`src/rtl/muldiv_seq_pkg.sv`:
```
// -----------------------------------------------------------------------------
// muldiv_seq_pkg
//
// Purpose: shared types for the sequential multiply/divide unit.
//   muldiv_op_t    - operation select on the op port (MUL, DIV, MADD, MSUB)
//   muldiv_state_t - control FSM state, also exported on the debug port
//   op_is_accum()  - true for the accumulating operations (MADD/MSUB)
//
// No ports (package).
// -----------------------------------------------------------------------------
package muldiv_seq_pkg;

    typedef enum logic [1:0] {
        OP_MUL  = 2'd0,
        OP_DIV  = 2'd1,
        OP_MADD = 2'd2,
        OP_MSUB = 2'd3
    } muldiv_op_t;

    typedef enum logic [1:0] {
        ST_IDLE = 2'd0,
        ST_BUSY = 2'd1,
        ST_DONE = 2'd2
    } muldiv_state_t;

    function automatic logic op_is_accum(input muldiv_op_t op_i);
        return (op_i == OP_MADD) || (op_i == OP_MSUB);
    endfunction

endpackage : muldiv_seq_pkg

```
`src/rtl/muldiv_step.sv`:
```
// -----------------------------------------------------------------------------
// muldiv_step
//
// Purpose: one purely combinational iteration of the shared datapath.
//   i_div = 0 : one shift-add multiply step. {hi,lo} holds the partial
//               product in hi and the remaining multiplier bits in lo; the
//               multiplicand is added to hi when lo[0] is set, then the
//               whole {carry,hi,lo} is shifted right by one.
//   i_div = 1 : one restoring-divide step. hi holds the partial remainder,
//               lo the dividend bits still to be consumed (quotient bits are
//               shifted in at the bottom). {hi,lo} shifts left by one, and
//               the divisor is subtracted when it fits.
//
// Ports:
//   i_div      - step type select (0 multiply, 1 divide)
//   i_hi, i_lo - working register halves entering this step
//   i_operand  - multiplicand magnitude (multiply) or divisor magnitude
//   o_hi, o_lo - working register halves after this step
// -----------------------------------------------------------------------------
module muldiv_step #(
    parameter int WIDTH = 32
) (
    input  logic             i_div,
    input  logic [WIDTH-1:0] i_hi,
    input  logic [WIDTH-1:0] i_lo,
    input  logic [WIDTH-1:0] i_operand,
    output logic [WIDTH-1:0] o_hi,
    output logic [WIDTH-1:0] o_lo
);

    logic [WIDTH:0]   w_add_sum;
    logic [WIDTH:0]   w_shift_rem;
    logic [WIDTH-1:0] w_sub_diff;
    logic             w_fits;

    always_comb begin
        // Multiply: the extra top bit keeps the carry of the add.
        w_add_sum   = {1'b0, i_hi} + (i_lo[0] ? {1'b0, i_operand} : '0);

        // Divide: the shifted remainder can reach 2*divisor-1, so compare
        // on WIDTH+1 bits. When it fits, the true difference is below the
        // divisor, so a WIDTH-bit modular subtract is exact.
        w_shift_rem = {i_hi, i_lo[WIDTH-1]};
        w_fits      = (w_shift_rem >= {1'b0, i_operand});
        w_sub_diff  = w_shift_rem[WIDTH-1:0] - i_operand;

        if (i_div) begin
            o_hi = w_fits ? w_sub_diff : w_shift_rem[WIDTH-1:0];
            o_lo = {i_lo[WIDTH-2:0], w_fits};
        end else begin
            o_hi = w_add_sum[WIDTH:1];
            o_lo = {w_add_sum[0], i_lo[WIDTH-1:1]};
        end
    end

endmodule : muldiv_step

```
`src/rtl/muldiv_seq.sv`:
```
// -----------------------------------------------------------------------------
// muldiv_seq
//
// Purpose: iterative multiply/divide unit with architectural HI/LO registers
// (MIPS-style). Operands are converted to magnitudes at start, WIDTH
// iterations of muldiv_step run (STEPS_PER_CYCLE per clock), and the sign is
// re-applied at write-back.
//
// Configuration: macro MULDIV_ACCUM_EN enables MADD/MSUB ({hi,lo} +/- product,
// one extra cycle). Without it MADD/MSUB behave exactly as MUL and no
// accumulator adder exists.
//
// Handshake: start is accepted on an edge where ready=1 and flush=0. done
// stays high from write-back until an edge with ack=1; ack in any other state
// has no effect. flush returns to IDLE from any state without touching HI/LO.
//
// Ports:
//   clk, rst              - clock, asynchronous active-low reset
//   flush                 - abort in-flight operation
//   start, ready          - request / idle indication
//   op, sign              - operation and signedness
//   src_a, src_b          - multiplicand/dividend, multiplier/divisor
//   done, ack             - result valid / consumer accept
//   div_zero              - last DIV had a zero divisor (valid with done)
//   hi, lo                - architectural HI/LO
//   hi_we/hi_wdata,
//   lo_we/lo_wdata        - direct HI/LO writes (MTHI/MTLO)
//   o_dbg_state           - current control state
// -----------------------------------------------------------------------------
module muldiv_seq
    import muldiv_seq_pkg::*;
#(
    parameter int WIDTH           = 32,
    parameter int STEPS_PER_CYCLE = 1
) (
    input  logic             clk,
    input  logic             rst,
    input  logic             flush,
    input  logic             start,
    output logic             ready,
    input  muldiv_op_t       op,
    input  logic             sign,
    input  logic [WIDTH-1:0] src_a,
    input  logic [WIDTH-1:0] src_b,
    output logic             done,
    input  logic             ack,
    output logic             div_zero,
    output logic [WIDTH-1:0] hi,
    output logic [WIDTH-1:0] lo,
    input  logic             hi_we,
    input  logic [WIDTH-1:0] hi_wdata,
    input  logic             lo_we,
    input  logic [WIDTH-1:0] lo_wdata,
    output muldiv_state_t    o_dbg_state
);

    localparam int ITERS = WIDTH / STEPS_PER_CYCLE;
    localparam int CNT_W = $clog2(ITERS + 1);

    // ---------------------------------------------------------------- state
    muldiv_state_t    r_state;
    muldiv_state_t    w_state_next;

    logic [CNT_W-1:0] r_cnt;
    muldiv_op_t       r_op;
    logic             r_a_neg;
    logic             r_b_neg;
    logic             r_b_zero;
    logic             r_acc_ph;      // accumulate cycle already armed
    logic [WIDTH-1:0] r_src_a;       // raw dividend, returned in HI on /0
    logic [WIDTH-1:0] r_operand;     // multiplicand or divisor magnitude
    logic [WIDTH-1:0] r_work_hi;
    logic [WIDTH-1:0] r_work_lo;
    logic [WIDTH-1:0] r_hi;
    logic [WIDTH-1:0] r_lo;
    logic             r_div_zero;

    // ------------------------------------------------------------- controls
    logic             w_start_ok;
    logic             w_iterate;
    logic             w_writeback;
    logic             w_acc_arm;
    logic             w_is_div;
    logic             w_is_accum;

    // ------------------------------------------------------ operand prepare
    logic             w_a_neg;
    logic             w_b_neg;
    logic [WIDTH-1:0] w_a_mag;
    logic [WIDTH-1:0] w_b_mag;

    assign w_a_neg = sign & src_a[WIDTH-1];
    assign w_b_neg = sign & src_b[WIDTH-1];
    // The magnitude of MIN is 2**(WIDTH-1), which still fits unsigned.
    assign w_a_mag = w_a_neg ? -src_a : src_a;
    assign w_b_mag = w_b_neg ? -src_b : src_b;

    assign w_is_div = (r_op == OP_DIV);

`ifdef MULDIV_ACCUM_EN
    assign w_is_accum = op_is_accum(r_op);
`else
    assign w_is_accum = 1'b0;
`endif

    // ------------------------------------------------------- step chaining
    logic [WIDTH-1:0] w_chain_hi [0:STEPS_PER_CYCLE];
    logic [WIDTH-1:0] w_chain_lo [0:STEPS_PER_CYCLE];

    assign w_chain_hi[0] = r_work_hi;
    assign w_chain_lo[0] = r_work_lo;

    for (genvar g = 0; g < STEPS_PER_CYCLE; g++) begin : g_step
        muldiv_step #(
            .WIDTH(WIDTH)
        ) u_step (
            .i_div    (w_is_div),
            .i_hi     (w_chain_hi[g]),
            .i_lo     (w_chain_lo[g]),
            .i_operand(r_operand),
            .o_hi     (w_chain_hi[g+1]),
            .o_lo     (w_chain_lo[g+1])
        );
    end

    // ------------------------------------------------------ result shaping
    logic [2*WIDTH-1:0] w_prod;
    logic [2*WIDTH-1:0] w_prod_s;
    logic [WIDTH-1:0]   w_quot;
    logic [WIDTH-1:0]   w_rem;
    logic [WIDTH-1:0]   w_wb_hi;
    logic [WIDTH-1:0]   w_wb_lo;
    logic               w_wb_dz;

    assign w_prod   = {r_work_hi, r_work_lo};
    assign w_prod_s = (r_a_neg ^ r_b_neg) ? -w_prod : w_prod;
    // Quotient truncates toward zero; remainder follows the dividend sign.
    // MIN / -1 falls out naturally: magnitude 2**(WIDTH-1) negates to MIN.
    assign w_quot   = (r_a_neg ^ r_b_neg) ? -r_work_lo : r_work_lo;
    assign w_rem    = r_a_neg ? -r_work_hi : r_work_hi;

`ifdef MULDIV_ACCUM_EN
    logic [2*WIDTH-1:0] w_acc_sum;
    assign w_acc_sum = (r_op == OP_MSUB) ? ({r_hi, r_lo} - w_prod_s)
                                         : ({r_hi, r_lo} + w_prod_s);
`endif

    always_comb begin
        w_wb_dz            = 1'b0;
        {w_wb_hi, w_wb_lo} = w_prod_s;
        if (w_is_div) begin
            if (r_b_zero) begin
                // The divide still runs its full length; only the result
                // is replaced.
                w_wb_hi = r_src_a;
                w_wb_lo = '1;
                w_wb_dz = 1'b1;
            end else begin
                w_wb_hi = w_rem;
                w_wb_lo = w_quot;
            end
        end
`ifdef MULDIV_ACCUM_EN
        if (w_is_accum) begin
            {w_wb_hi, w_wb_lo} = w_acc_sum;
        end
`endif
    end

    // ----------------------------------------------------------------- FSM
    always_ff @(posedge clk or negedge rst) begin
        if (!rst) begin
            r_state <= ST_IDLE;
        end else begin
            r_state <= w_state_next;
        end
    end

    always_comb begin
        w_state_next = r_state;
        w_iterate    = 1'b0;
        w_writeback  = 1'b0;
        w_acc_arm    = 1'b0;
        ready        = (r_state == ST_IDLE);
        done         = (r_state == ST_DONE);
        if (flush) begin
            w_state_next = ST_IDLE;
        end else begin
            case (r_state)
                ST_IDLE: begin
                    if (start) begin
                        w_state_next = ST_BUSY;
                    end
                end
                ST_BUSY: begin
                    if (r_cnt != '0) begin
                        w_iterate = 1'b1;
                    end else if (w_is_accum && !r_acc_ph) begin
                        // Product is final; spend one more cycle before
                        // folding it into HI/LO.
                        w_acc_arm = 1'b1;
                    end else begin
                        w_writeback  = 1'b1;
                        w_state_next = ST_DONE;
                    end
                end
                ST_DONE: begin
                    if (ack) begin
                        w_state_next = ST_IDLE;
                    end
                end
                default: begin
                    w_state_next = ST_IDLE;
                end
            endcase
        end
    end

    assign w_start_ok = (r_state == ST_IDLE) && start && !flush;

    // ------------------------------------------------------------ datapath
    always_ff @(posedge clk or negedge rst) begin
        if (!rst) begin
            r_cnt      <= '0;
            r_op       <= OP_MUL;
            r_a_neg    <= 1'b0;
            r_b_neg    <= 1'b0;
            r_b_zero   <= 1'b0;
            r_acc_ph   <= 1'b0;
            r_src_a    <= '0;
            r_operand  <= '0;
            r_work_hi  <= '0;
            r_work_lo  <= '0;
        end else begin
            if (w_start_ok) begin
                r_cnt     <= CNT_W'(ITERS);
                r_op      <= op;
                r_a_neg   <= w_a_neg;
                r_b_neg   <= w_b_neg;
                r_b_zero  <= (src_b == '0);
                r_acc_ph  <= 1'b0;
                r_src_a   <= src_a;
                r_work_hi <= '0;
                if (op == OP_DIV) begin
                    r_operand <= w_b_mag;
                    r_work_lo <= w_a_mag;
                end else begin
                    r_operand <= w_a_mag;
                    r_work_lo <= w_b_mag;
                end
            end else if (w_iterate) begin
                r_cnt     <= r_cnt - CNT_W'(1);
                r_work_hi <= w_chain_hi[STEPS_PER_CYCLE];
                r_work_lo <= w_chain_lo[STEPS_PER_CYCLE];
            end
            if (w_acc_arm) begin
                r_acc_ph <= 1'b1;
            end
        end
    end

    // ------------------------------------------------------------- HI / LO
    // A result write-back takes priority over MTHI/MTLO in the same cycle.
    always_ff @(posedge clk or negedge rst) begin
        if (!rst) begin
            r_hi       <= '0;
            r_lo       <= '0;
            r_div_zero <= 1'b0;
        end else begin
            if (w_writeback) begin
                r_hi       <= w_wb_hi;
                r_lo       <= w_wb_lo;
                r_div_zero <= w_wb_dz;
            end else begin
                if (hi_we) begin
                    r_hi <= hi_wdata;
                end
                if (lo_we) begin
                    r_lo <= lo_wdata;
                end
            end
        end
    end

    assign hi          = r_hi;
    assign lo          = r_lo;
    assign div_zero    = r_div_zero;
    assign o_dbg_state = r_state;

endmodule : muldiv_seq
```
`config.mk`:
```
export PLATFORM = sky130hd
export DESIGN_NAME = muldiv_seq
export DESIGN_NICKNAME = d
export VERILOG_FILES = /design/src/rtl/muldiv_seq_pkg.sv /design/src/rtl/muldiv_step.sv /design/src/rtl/muldiv_seq.sv
export SDC_FILE = /design/constraint.sdc
export NUM_CORES = 1
export LEC_CHECK = 0
export ABC_AREA = 0
export CAP_MARGIN = 20
export CELL_PAD_IN_SITES_DETAIL_PLACEMENT = 1
export CELL_PAD_IN_SITES_GLOBAL_PLACEMENT = 1
export CORE_UTILIZATION = 46
export CTS_CLUSTER_SIZE = 30
export DETAILED_ROUTE_END_ITERATION = 8
export PLACE_DENSITY = 0.95
export SYNTH_ARGS = -nofsm -noshare
export SYNTH_HDL_FRONTEND = slang
export SYNTH_SLANG_ARGS = --single-unit
export TNS_END_PERCENT = 100
```
`constraint.sdc`:
```
create_clock -name clk -period 9.2 [get_ports clk]
set_input_delay 1.38 -clock clk [delete_from_list [all_inputs] [get_ports clk]]
set_output_delay 1.38 -clock clk [all_outputs]
set_load 0.01 [all_outputs]
```
---- Word level (Yosys, flattened, before mapping) ----
Cells that the tools add are included.
storage, ports and cells
  register bits after elaboration ......... 206
  input port bits ......................... 138
  output and inout bits ................... 69
  logic and storage cells ................. 80
operators by class
  $add $sub $neg .......................... 8
  magnitude comparators ................... 1
  eq/ne operators ......................... 7
  multiplexer cells ....................... 38
  bitwise operators ....................... 3
  reductions and logical operators ........ 10
operators with widths
  kind                 number
  $mux 32              22
  $neg 32->32          4
  $mux 64              1
  $neg 64->64          1
  $add 32x33->33       1
  $ge 33x32->1         1
  $logic_not 32->1     1
  $sub 32x32->32       1
  $mux 6               2
  $mux 1               8
  $mux 2               4
  $eq 2x1->1 const B   3
  $ne 3x3->1 const B   2
  $pmux 2 s3           1
  $reduce_bool 2->1    3
  $reduce_bool 6->1    1
  $sub 6x1->6 const B  1
  $ne 3x2->1 const B   1
  $reduce_and 3->1     1
  $and 1x1->1          2
  $eq 2x2->1 const B   1
  $logic_and 1x1->1    2
  $logic_not 2->1      1
  $logic_not 1->1      1
  $xor 1x1->1          1

---- Depth between registers and ports, before layout ----
  word-level depth ........................ 6
  depth in mapped cells ................... 14

---- Modules after synthesis ----
A second synthesis with hierarchy kept.
unflattened totals
  cells, all modules ...................... 2274
  area total of the unflattened synthesis .. 18156.2 um^2
by module, submodules not included
  module       times used  cells an instance  area each (um^2)  sequential area each (um^2)
  muldiv_seq   1           1569               13289.0           5154.9
  muldiv_step  1           705                4867.2            0.0

---- Least setup slack after synthesis ----
OpenSTA, ideal clock, no wires.
  path kind ............................... in2reg
  start point ............................. input src_a[14]
  end point ............................... register r_work_lo[29]
  setup time .............................. 83 ps
  arrival ................................. 3198 ps
  required time ........................... 9117 ps
  slack ................................... 5919 ps
  stages .................................. 9
  path through ............................ or3_1 -> or3_1 -> nor3_1 -> and2_1 -> nand2_1 -> o41ai_1 -> xnor2_1 -> o21ai_0 -> o21ai_0
between the ends
  word-level cells in the longest chain between the ends .. 4
RTL lines
  item                    RTL line           RTL
  start: declaration      muldiv_seq.sv:43   input logic [WIDTH-1:0] src_a,
  $neg 32->32             muldiv_seq.sv:95   assign w_a_mag = w_a_neg ? -src_a : src_a;
  $mux 32                 muldiv_seq.sv:95
  $mux 32                 muldiv_seq.sv:244  if (op == OP_DIV) begin
  $mux 32                 muldiv_seq.sv:235  if (w_start_ok) begin
  end signal: assignment  muldiv_seq.sv:246  r_work_lo <= w_a_mag;
  end signal: assignment  muldiv_seq.sv:249  r_work_lo <= w_b_mag;
  end signal: assignment  muldiv_seq.sv:254  r_work_lo <= w_chain_lo[STEPS_PER_CYCLE];
  end: declaration        muldiv_seq.sv:73   logic [WIDTH-1:0] r_work_lo;
No other way between the ends.
A chain may end at the register's enable or synchronous reset.

---- Final worst setup path ----
  start point ............................. register r_work_hi[5]
  end point ............................... register r_work_hi[31]
between the ends
  word-level cells in the longest chain between the ends .. 5
  elaborated cells on any way between the ends .. 7
  those cells by class .................... add/sub: 2; order compare: 1; mux: 4
RTL lines
  item                                                   RTL line                              RTL
  start: declaration                                     muldiv_seq.sv:72                      logic [WIDTH-1:0] r_work_hi;
  start signal: assignment                               muldiv_seq.sv:253                     r_work_hi <= w_chain_hi[STEPS_PER_CYCLE];
  $sub 32x32->32 / $ge 33x32->1 (equally long branches)  muldiv_step.sv:45, muldiv_step.sv:44
  $mux 32                                                muldiv_step.sv:48                     o_hi = w_fits ? w_sub_diff : w_shift_rem[WIDTH-1:0];
  $mux 32 (*)                                            muldiv_step.sv:47                     if (i_div) begin
  $mux 32 (*)                                            muldiv_seq.sv:251                     end else if (w_iterate) begin
  $mux 32 (*)                                            muldiv_seq.sv:235
Every way passes the cells marked *; elsewhere a longest branch is shown, timed or not. The select of a mux whose other input is x is not followed.

==> out/qor.csv <==
stage,metric,value,unit
outcome,outcome,completed,
drt,Residual DRC,0,
sta,RSZ-0062 raised after global routing,no,
sta,clk_skew,0.0129,ns
grt,Tot GR Track Use,0.392,
sta,FMAX,234,MHz
layout,Syn-to-layout area delta,18.7,%
cts,CTS max path bufs,3,
logic_synthesis,top-area cell type share of the netlist area,0.301,
logic_synthesis,Ys Warns,0,
layout,final core occ,0.556,
logic_synthesis,adder-cell share of the synthesized area,0.0535,
logic_synthesis,"count leader, synth",nand2_1,
critical_path,Slowest cell on crit path,a31oi_4,
sta,period utilization,0.464,
logic_synthesis,sequential fraction of the synthesis area,0.301,
cts,Resized Gates After CTS,0,
cts,total CTS buffers,26,
floorplanning,# rows,70,
logic_synthesis,xor and xnor area share after synthesis,0.0992,
critical_path,cells along the critical path,ha_1 > a21o_1 > a211oi_1 > inv_1 > o2111ai_1 > a21oi_1 > a31oi_4 > buf_4 > inv_1 > o311a_1,
logic_synthesis,Post-synth EDFFs,0,
drt,First-pass DRT Iterations,6,
drt,vias,18700,
sta,min cycle time layout,4.27,ns
sta,final setup vio count,0,
sta,Slew HR,0.290,
logic_synthesis,Simple-Gate Fraction of Synth Area,0.194,
critical_path,critical path class,flop to flop,
logic_synthesis,Syn Nets,2429,
cts,"Reg clk slew, reported paths",0.06,ns
logic_synthesis,mapped cell area,17100,µm²
logic_synthesis,largest family of logic cells by synthesized area,compound AO/OA/AOI/OAI gates,
cts,CTS tree,built,
placement,cell count after placement,2759,
grt,largest net degree at the start of global routing,97,
floorplanning,Die X,195,µm
placement,Final GP Congestion,1.06,
logic_synthesis,Post-synth ARST share,1.00,
cts,Skew-Pair Late Insertion Delay,0.57,ns
critical_path,Critical Path AT,4.71,ns
cts,Root Buffer,clkbuf_16,
layout,"Net count, final",2530,
flow_run,# Max-Cap Violations,0,
logic_synthesis,syn avg cell area,7.72,µm²
cts,clock net sink count,206,
critical_path,Crit Path Max Fanout,38,
grt,initial antenna violation count,4,
logic_synthesis,Synth top cells by count,"nand2_1 (308), dfrtp_1 (206), o21ai_0 (204)",
logic_synthesis,top_reg_cell synth,dfrtp_1,
logic_synthesis,"area leader, netlist",dfrtp_1,
floorplanning,overall die height,195,µm
layout,"Design Area, Final",20300,µm²
placement,placed inst area,19400,µm²
layout,share of post-route cells with drive strength above 1,0.0521,
drt,WL final,76300,µm
placement,DP Worst Slack,4.60,ns
drt,Starting DRT DRC Count,1726,
critical_path,"Largest stage delay, worst path",0.62,ns
sta,Worst Tran Pin Value,1.04,ns
worst_hold_path,HP Class,flop to flop,
pwr,LEAKAGE,8.52,nW
drt,vias per cell,6.65,
placement,DP HPWL,56100,µm
drt,Routed Antenna Nets,0,
sta,final hold violations,0,
placement,IO Port Bufs,206,
logic_synthesis,Synth area leaders,"dfrtp_1 (30%), nand2_1 (6.7%), o21ai_0 (6.0%), xor2_1 (5.2%), ha_1 (5.1%)",
grt,first-pass GRT wire length,115000,µm
sta,fin worst setup slack,4.93,ns
floorplanning,Initial Util,0.468,
logic_synthesis,complex-gate fraction of the synthesized area,0.256,
floorplanning,# IOs,207,
pwr,Pwr Density,319,nW/µm²
cts,Post-CTS Hold Buffers,0,
logic_synthesis,multiplexer area fraction after synthesis,0.0453,
critical_path,most frequent CP cell,inv_1,
grt,total gr overflow,0,
grt,vias in the first global route,19200,
sta,Slew Limit Fails,0,
drt,Routed WL per cell,27.1,µm
critical_path,Register-to-Register Path Depth,10,
critical_path,crit path capture type,flop,
critical_path,CP startpoint kind,flop,
floorplanning,core area,36600,µm²
sta,Hold Slack,0.487,ns
logic_synthesis,post-synth cell types,74,
floorplanning,full die area,38000,µm²
sta,setup TNS,0,ns
cts,CTS H-tree lvls,1,
logic_synthesis,Yosys reg bits,206,
cts,post-CTS setup buffers,0,
logic_synthesis,post-synthesis cell count,2219,
critical_path,CP required,9.64,ns
pwr,VDD IR max,0.188,mV
layout,fin cells,2810,
pwr,Power Total,6.49,mW
worst_hold_path,WHS Path Cells,2,
critical path, delay by kind of cell (launching register included):
family / cells / cell delay [ns]
DFF: 1 / 0.59
AOI/OAI and AO/OA: 6 / 2.24
adders and majority gates: 1 / 0.38
buffers and inverters: 3 / 0.89
registers in the layout, summed over array words and instances, names as in the netlist:
signal       count
r_src_a         32
r_cnt            6
lo              32
hi              32
div_zero         1
o_dbg_state      2
r_work_lo       32
r_op             2
r_work_hi       32
r_b_zero         1
r_operand       32
r_b_neg          1
r_a_neg          1
layer usage:
metal / vias to the layer above / GRT usage / wire, µm / part of all wire
li1: 8175 / - / - / -
met1: 9192 / 0.510 / 30100 / 0.39
met2: 1089 / 0.622 / 34600 / 0.45
met3: 244 / 0.0701 / 7320 / 0.096
met4: 0 / 0.203 / 4210 / 0.055
met5: - / 0 / 0 / 0
power by group:
part | total [mW] | switching, mW | internal, mW
logic | 3.60 | 2.26 | 1.35
registers | 1.78 | 0.605 | 1.18
clock network | 1.10 | 0.459 | 0.642
placed cells by master, fill, tap and decap left out, drive strengths merged, types with 16 or more instances in the layout:
master / count
a21oi: 173
nand3: 64
clkdlybuf4s50: 203
clkbuf: 40
nand2b: 19
a211oi: 31
buf: 31
nor2: 188
xor2: 101
o21ai: 204
xnor2: 93
mux2i: 55
o41ai: 16
o31ai: 22
nor4: 20
or3: 24
inv: 71
o211ai: 73
a21o: 22
nand2: 308
o22ai: 22
dfrtp: 206
a22oi: 33
nor3: 40
ha: 70
mux2: 20
a31oi: 21
worst paths after layout:
path / slack, ns / startpoint / end
setup / recovery: 4.93 / r_work_hi[5]$_DFFE_PN0P_ / r_work_hi[31]$_DFFE_PN0P_
hold / removal: 0.49 / r_src_a[11]$_DFFE_PN0P_ / r_src_a[11]$_DFFE_PN0P_
setup reg to reg: 4.93 / r_work_hi[5]$_DFFE_PN0P_ / r_work_hi[31]$_DFFE_PN0P_
hold reg to reg: 0.49 / r_src_a[11]$_DFFE_PN0P_ / r_src_a[11]$_DFFE_PN0P_
max in group asynchronous: 6.80 / rst / lo[11]$_DFFE_PN0P_
min in group asynchronous: 0.84 / rst / lo[25]$_DFFE_PN0P_
cell families (layout without fill, tap and decap cells):
family / Yosys count / after routing
DFF: 206 / 206
muxes: 75 / 75
buffers and inverters: 232 / 353
AOI/OAI and AO/OA: 700 / 700
other: 0 / 2
xor gates and xnor gates: 194 / 194
and+or+nand+nor: 740 / 740
adders and majority gates: 72 / 72
layout make-up:
cell class / instances / area [µm²]
Antenna cell: 2 / 5.00
Clock buffer: 39 / 779
Clock inverter: 9 / 116
Fill cell: 4420 / 16300
Inverter: 70 / 263
Multi-Input combinational cell: 1781 / 11200
Sequential cell: 206 / 5150
Tap cell: 468 / 586
Timing Repair Buffer: 235 / 2280
No activity file was read; power rests on OpenSTA's default activity.
